--- config.mk ---
export PLATFORM = sky130hd
export DESIGN_NAME = mem_stage_lsu
export DESIGN_NICKNAME = d
export VERILOG_FILES = /design/src/rtl/lsu_pkg.sv /design/src/rtl/lsu_align.sv /design/src/rtl/mem_stage_lsu.sv
export SDC_FILE = /design/constraint.sdc
export NUM_CORES = 1
export LEC_CHECK = 0
export BUFFER_PORTS_ARGS = -buffer_cell sky130_fd_sc_hd__buf_2
export CAP_MARGIN = 30
export CORE_AREA = 5 5 156 158
export CTS_BUF_LIST = sky130_fd_sc_hd__clkbuf_8
export DETAILED_ROUTE_END_ITERATION = 10
export DIE_AREA = 0 0 161 163
export REMOVE_ABC_BUFFERS = 1
export SYNTH_ARGS = -nofsm -noshare
export SYNTH_HDL_FRONTEND = slang
export SYNTH_SLANG_ARGS = --single-unit
--- constraint.sdc ---
create_clock -name clk -period 2.2 [get_ports clk]
set_input_delay 0.11 -clock clk [delete_from_list [all_inputs] [get_ports clk]]
set_output_delay 0.11 -clock clk [all_outputs]
set_load 0.02 [all_outputs]
--- src/rtl/lsu_pkg.sv ---
// rtl/lsu_pkg.sv - load/store op encoding, exception codes and op-class helpers
package lsu_pkg;

   typedef enum logic [3:0] {
      NONE = 4'd0,
      LW   = 4'd1,
      LH   = 4'd2,
      LHU  = 4'd3,
      LB   = 4'd4,
      LBU  = 4'd5,
      SW   = 4'd6,
      SH   = 4'd7,
      SB   = 4'd8
   } lsu_op_t;

   localparam logic [4:0] EXC_ADEL = 5'd4;
   localparam logic [4:0] EXC_ADES = 5'd5;

   function automatic logic is_load(input lsu_op_t op);
      return (op == LW) || (op == LH) || (op == LHU) || (op == LB) || (op == LBU);
   endfunction

   function automatic logic is_store(input lsu_op_t op);
      return (op == SW) || (op == SH) || (op == SB);
   endfunction

endpackage

--- src/rtl/lsu_align.sv ---
// rtl/lsu_align.sv - combinational store strobe/replication, load extract and misalign detect
module lsu_align
   import lsu_pkg::*;
(
   input  lsu_op_t     op,
   input  logic [1:0]  addr,
   input  logic [31:0] rt,
   input  logic [31:0] rdata,
   output logic [3:0]  byteen,
   output logic [31:0] wdata,
   output logic [31:0] ldata,
   output logic        misalign
);

   logic [7:0]  sel_byte;
   logic [15:0] sel_half;

   assign sel_byte = rdata[{addr, 3'b000} +: 8];
   assign sel_half = addr[1] ? rdata[31:16] : rdata[15:0];

   always_comb begin
      byteen   = 4'b0000;
      wdata    = rt;
      ldata    = rdata;
      misalign = 1'b0;
      case (op)
         LW:  misalign = (addr != 2'b00);
         LH:  begin misalign = addr[0]; ldata = {{16{sel_half[15]}}, sel_half}; end
         LHU: begin misalign = addr[0]; ldata = {16'h0000, sel_half}; end
         LB:  ldata = {{24{sel_byte[7]}}, sel_byte};
         LBU: ldata = {24'h000000, sel_byte};
         SW:  begin misalign = (addr != 2'b00); byteen = 4'b1111; end
         SH:  begin
            misalign = addr[0];
            byteen   = addr[1] ? 4'b1100 : 4'b0011;
            wdata    = {2{rt[15:0]}};
         end
         SB:  begin byteen = 4'b0001 << addr; wdata = {4{rt[7:0]}}; end
         default: ;
      endcase
      // A faulting store must never reach memory, whatever the caller does.
      if (misalign)
         byteen = 4'b0000;
   end

endmodule

--- src/rtl/mem_stage_lsu.sv ---
// rtl/mem_stage_lsu.sv - M-stage data-memory master with W register, exceptions and retire counter
module mem_stage_lsu
   import lsu_pkg::*;
#(
   parameter int          CNT_W  = 32,
   parameter logic [31:0] RST_PC = 32'h0000_3000
) (
   input  logic             clk,
   input  logic             reset,
   input  logic             in_valid,
   input  logic             in_flush,
   input  logic [31:0]      in_pc,
   input  logic [3:0]       in_op,
   input  logic [31:0]      in_addr,
   input  logic [31:0]      in_rt_data,
   input  logic [31:0]      in_alu_result,
   input  logic [4:0]       in_rd,
   input  logic             in_we,
   output logic [31:0]      m_data_addr,
   output logic [31:0]      m_data_wdata,
   output logic [3:0]       m_data_byteen,
   input  logic [31:0]      m_data_rdata,
   output logic [31:0]      m_inst_addr,
   output logic             w_grf_we,
   output logic [4:0]       w_grf_addr,
   output logic [31:0]      w_grf_wdata,
   output logic [31:0]      w_inst_addr,
   output logic             exc_valid,
   output logic [4:0]       exc_code,
   output logic [31:0]      exc_badvaddr,
   output logic [CNT_W-1:0] retire_count
);

   lsu_op_t     op;
   logic        live;
   logic        fault;
   logic [3:0]  al_byteen;
   logic [31:0] al_wdata;
   logic [31:0] al_ldata;
   logic        al_misalign;

   assign op   = lsu_op_t'(in_op);
   // Reset is folded into live so a held-low reset blocks memory writes combinationally.
   assign live  = in_valid & ~in_flush & reset;
   assign fault = live & al_misalign;

   lsu_align u_align (
      .op       (op),
      .addr     (in_addr[1:0]),
      .rt       (in_rt_data),
      .rdata    (m_data_rdata),
      .byteen   (al_byteen),
      .wdata    (al_wdata),
      .ldata    (al_ldata),
      .misalign (al_misalign)
   );

   assign m_data_addr   = in_addr;
   assign m_data_wdata  = al_wdata;
   assign m_data_byteen = live ? al_byteen : 4'b0000;
   assign m_inst_addr   = in_pc;

   always_ff @(posedge clk) begin
      if (!reset) begin
         w_grf_we     <= 1'b0;
         w_grf_addr   <= 5'd0;
         w_grf_wdata  <= 32'd0;
         w_inst_addr  <= RST_PC;
         exc_valid    <= 1'b0;
         exc_code     <= 5'd0;
         exc_badvaddr <= 32'd0;
         retire_count <= '0;
      end else begin
         w_grf_we    <= live & in_we & ~al_misalign;
         w_grf_addr  <= in_rd;
         w_grf_wdata <= is_load(op) ? al_ldata : in_alu_result;
         w_inst_addr <= in_pc;
         exc_valid   <= fault;
         if (fault) begin
            exc_code     <= is_load(op) ? EXC_ADEL : EXC_ADES;
            exc_badvaddr <= in_addr;
         end
         if (live && !al_misalign)
            retire_count <= retire_count + 1'b1;
      end
   end

endmodule

==> metrics.md <==
| Metric | Value |
|---|---|
| Combinational cell fraction of total power | `0.215` |
| DRC viols | `0` |
| Worst slew margin | `0.290` |
| Initial Util | `0.282` |
| Fin. max-slew vios | `0` |
| Max-cap violations | `0` |
| Grt total ovfl | `0` |
| RSZ-0062 raised after global routing | `yes` |
| Antenna viol nets, final | `0` |
| Met2 wire length | `13300 um` |
| EDFF count, synth | `0` |
| Worst vdd ir | `318 uV` |
| Commonest non-fill, non-tap cells in the layout | `buf_2, nand2_1, dfxtp_1` |
| Post-synth top flop | `dfxtp_1` |
| Filler cells | `2302` |
| Routability Congestion | `around 0.89` |
| CP Launch Type | `primary input` |
| Syn_area_per_cell | `8.20 sq um` |
| Setup Crit Path Kind | `primary input to flip-flop` |
| Most common cell after layout, fill and taps aside | `buf_2` |
| Worst EP arrival | `~2.5 ns` |
| Data required, critical path | `around 2.5 ns` |
| Clock Skews | `approximately 0.012 ns` |
| Layout cells sized above 1 | `0.397` |
| Psw | `around 1900 uW` |
| CP Capture Type | `flip-flop` |
| Clock share of power | `0.352` |
| P_int | `4080 uW` |
| Drt total wl | `~27000 um` |
| Hpwl dp | `19700 um` |
| Clock buffer depth | `2` |
| Num ports | `slightly above 400` |
| Core outline area | `about 0.023 sq mm` |
| Die Y | `163 um` |
| Via-per-instance ratio | `4.74` |
| Worst hold path type | `primary input to flip-flop` |
| Num rows | `56` |
| Tmin final | `around 2.2 ns` |
| First-pass GRT wire length | `roughly 40000 um` |
| Met1 Wirelength | `10300 um` |
| # clock sinks | `137` |
| Final instance area | `approximately 0.010 sq mm` |
| Ys async rst share | `0` |
| Post-Syn Area | `roughly 0.0065 sq mm` |
| GRT Util Overall | `0.193` |
| H-tree level count | `4` |
| Nets | `between 1000 and 1500` |
| Clk Latency, worst-skew pair | `0.45 ns` |
| Placed inst area | `around 0.0083 sq mm` |
| CTS buffer count | `17` |
| Syn-to-layout area delta | `53.6%` |
| Seq/Total Area, Yosys | `0.423` |
| Via count | `7349` |
| Period utilisation layout | `0.978` |
| Utilization after layout | `0.434` |
| Largest net degree at the start of global routing | `66` |
| Worst-path maximum fanout | `15` |
| CTS tree | `yes` |
| Fmax | `approximately 460 MHz` |
| Initial antenna violation count | `1` |
| 1st-iter DRT viols | `approximately 470` |
| Final setup viols | `0` |
| PD cells | `604 mW/mm^2` |
| Die W | `161 um` |
| Clock slew at reported path FFs | `around 0.090 ns` |
| Clock root buffer | `clkbuf_8` |
| Yosys reg bits | `roughly 140` |
| DR WL/cell | `between 15 and 20 um` |
| Met3 WL post-DR | `around 2300 um` |
| Sw Ratio | `0.322` |
| Uppermost layer routed | `met4` |
| Die area | `0.0262 sq mm` |
| Synth Instances | `between 700 and 800` |
| Syn. warnings | `0` |
| Flop pwr share | `0.432` |
| Slew @ Worst Pin | `around 1.1 ns` |
| Final hold vios | `0` |
| # port buffers | `410` |
| Status | `complete, no violations` |
| Post-synth cell types | `55` |
| Leakage | `0.00472 uW` |
| DR pass1 iterations | `5` |
| Vias in the first global route | `around 7300` |
==> power groups by stage <==
stage | logic, uW | registers, uW | clock network (uW)
after floorplan | 307 | 2780 | 0
after global placement | 1100 | 2660 | 0
after detailed placement | 1100 | 2660 | 0
after CTS | 1290 | 2600 | 2210
after global routing | 1390 | 2610 | 2320
final | 1300 | 2600 | 2120
==> per-layer routing <==
| layer | vias to the layer above | track usage |
|---|---|---|
| met5 | - | 0 |
| met4 | 0 | 0.0822 |
| met3 | 53 | 0.0554 |
| met2 | 378 | 0.338 |
| met1 | 3355 | 0.220 |
| li1 | 3563 | - |
==> per-stage QoR <==
step	hold slack (ns)	std cells	setup TNS, ns	power (uW)	setup WS [ns]
finish	0.0456	1552	0	6020	0.0485
global route	0.0283	1552	-0.0109	6320	-0.00726
CTS	0.00274	1550	0	6100	0.132
detailed placement	0.319	1396	0	3760	0.137
global placement	0.320	1396	0	3760	0.156
floorplan	0.183	670	0	3090	0.00695
==> worst paths after layout <==
path	from	endpoint	slack, ns	cells past startpoint
worst max-delay path	m_data_rdata[23]	w_grf_wdata[18]$_SDFF_PN0_	0.05	8
worst min-delay path	m_data_rdata[9]	w_grf_wdata[9]$_SDFF_PN0_	0.05	3
worst max register to register	retire_count[3]$_SDFFE_PN0P_	retire_count[24]$_SDFFE_PN0P_	0.19	5
worst min register to register	exc_badvaddr[24]$_SDFFE_PN0P_	exc_badvaddr[24]$_SDFFE_PN0P_	0.45	2
==> sequential cells by signal (all words and copies together), names as in the netlist <==
name / count
exc_code: 2
w_grf_wdata: 32
retire_count: 32
exc_badvaddr: 32
exc_valid: 1
w_inst_addr: 32
w_grf_we: 1
w_grf_addr: 5
==> logic make-up (layout without fill, tap and decap cells) <==
kind of cell	Yosys count	count (layout)	share of synthesized area
compound gates	204	204	0.185
xor+xnor	5	5	0.00675
fa+ha+maj	1	1	0.00193
buf+inv	134	602	0.128
flops	137	137	0.423
mux	21	21	0.0353
other cells	1	4	0.000578
simple gates	288	288	0.220
==> timing repair <==
item,in CTS,in global routing
hold buffers,122,0
endpoints found under the hold margin,97,0
gates resized for setup,0,1
setup buffers,0,1
setup endpoints to repair,0,7
==> worst max-delay path: stages <==
cell	delay, ns
dlygate4sd3_1	0.54
buf_2	0.15
mux2i_1	0.28
mux2i_1	0.20
a311oi_2	0.33
buf_6	0.22
a21oi_1	0.10
dlygate4sd3_1	0.56
==> layout make-up <==
cell class | instances | area [sq um] | area share
Sequential cell | 137 | 2740 | 0.275
Inverter | 11 | 42.5 | 0.00427
Clock buffer | 17 | 234 | 0.0235
Clock inverter | 15 | 156 | 0.0157
Antenna cell | 1 | 2.50 | 0.000251
Timing Repair Buffer | 559 | 3490 | 0.350
Multi-Input combinational cell | 522 | 2930 | 0.294
Tap cell | 290 | 363 | 0.0364
==> synth_stat cells (2+ instances only) <==
| master | number | share of area |
|---|---|---|
| xor2_1 | 3 | 0.0040 |
| inv_1 | 10 | 0.0058 |
| nor2b_1 | 4 | 0.0039 |
| and2_1 | 36 | 0.035 |
| or2_2 | 3 | 0.0029 |
| buf_4 | 78 | 0.090 |
| a31oi_1 | 6 | 0.0058 |
| mux2_2 | 15 | 0.026 |
| nand3b_1 | 3 | 0.0035 |
| mux2i_1 | 6 | 0.0093 |
| o211ai_1 | 3 | 0.0035 |
| a22oi_1 | 17 | 0.020 |
| nor3_1 | 5 | 0.0039 |
| and3_1 | 3 | 0.0029 |
| a21o_1 | 4 | 0.0046 |
| nand2_1 | 143 | 0.083 |
| nand3_1 | 18 | 0.014 |
| buf_1 | 3 | 0.0017 |
| buf_2 | 10 | 0.0077 |
| o31ai_1 | 10 | 0.012 |
| nor2_1 | 22 | 0.013 |
| xnor2_1 | 2 | 0.0027 |
| a21oi_1 | 93 | 0.072 |
| or3_1 | 18 | 0.017 |
| nand2b_1 | 5 | 0.0048 |
| a211oi_1 | 3 | 0.0035 |
| o21ai_0 | 52 | 0.040 |
| nand4_1 | 9 | 0.0087 |
| a22o_1 | 8 | 0.011 |
| dfxtp_1 | 137 | 0.42 |
| buf_6 | 3 | 0.0052 |
| or4_1 | 8 | 0.0093 |
| clkbuf_1 | 29 | 0.017 |
(Power assumes the default switching activity.)
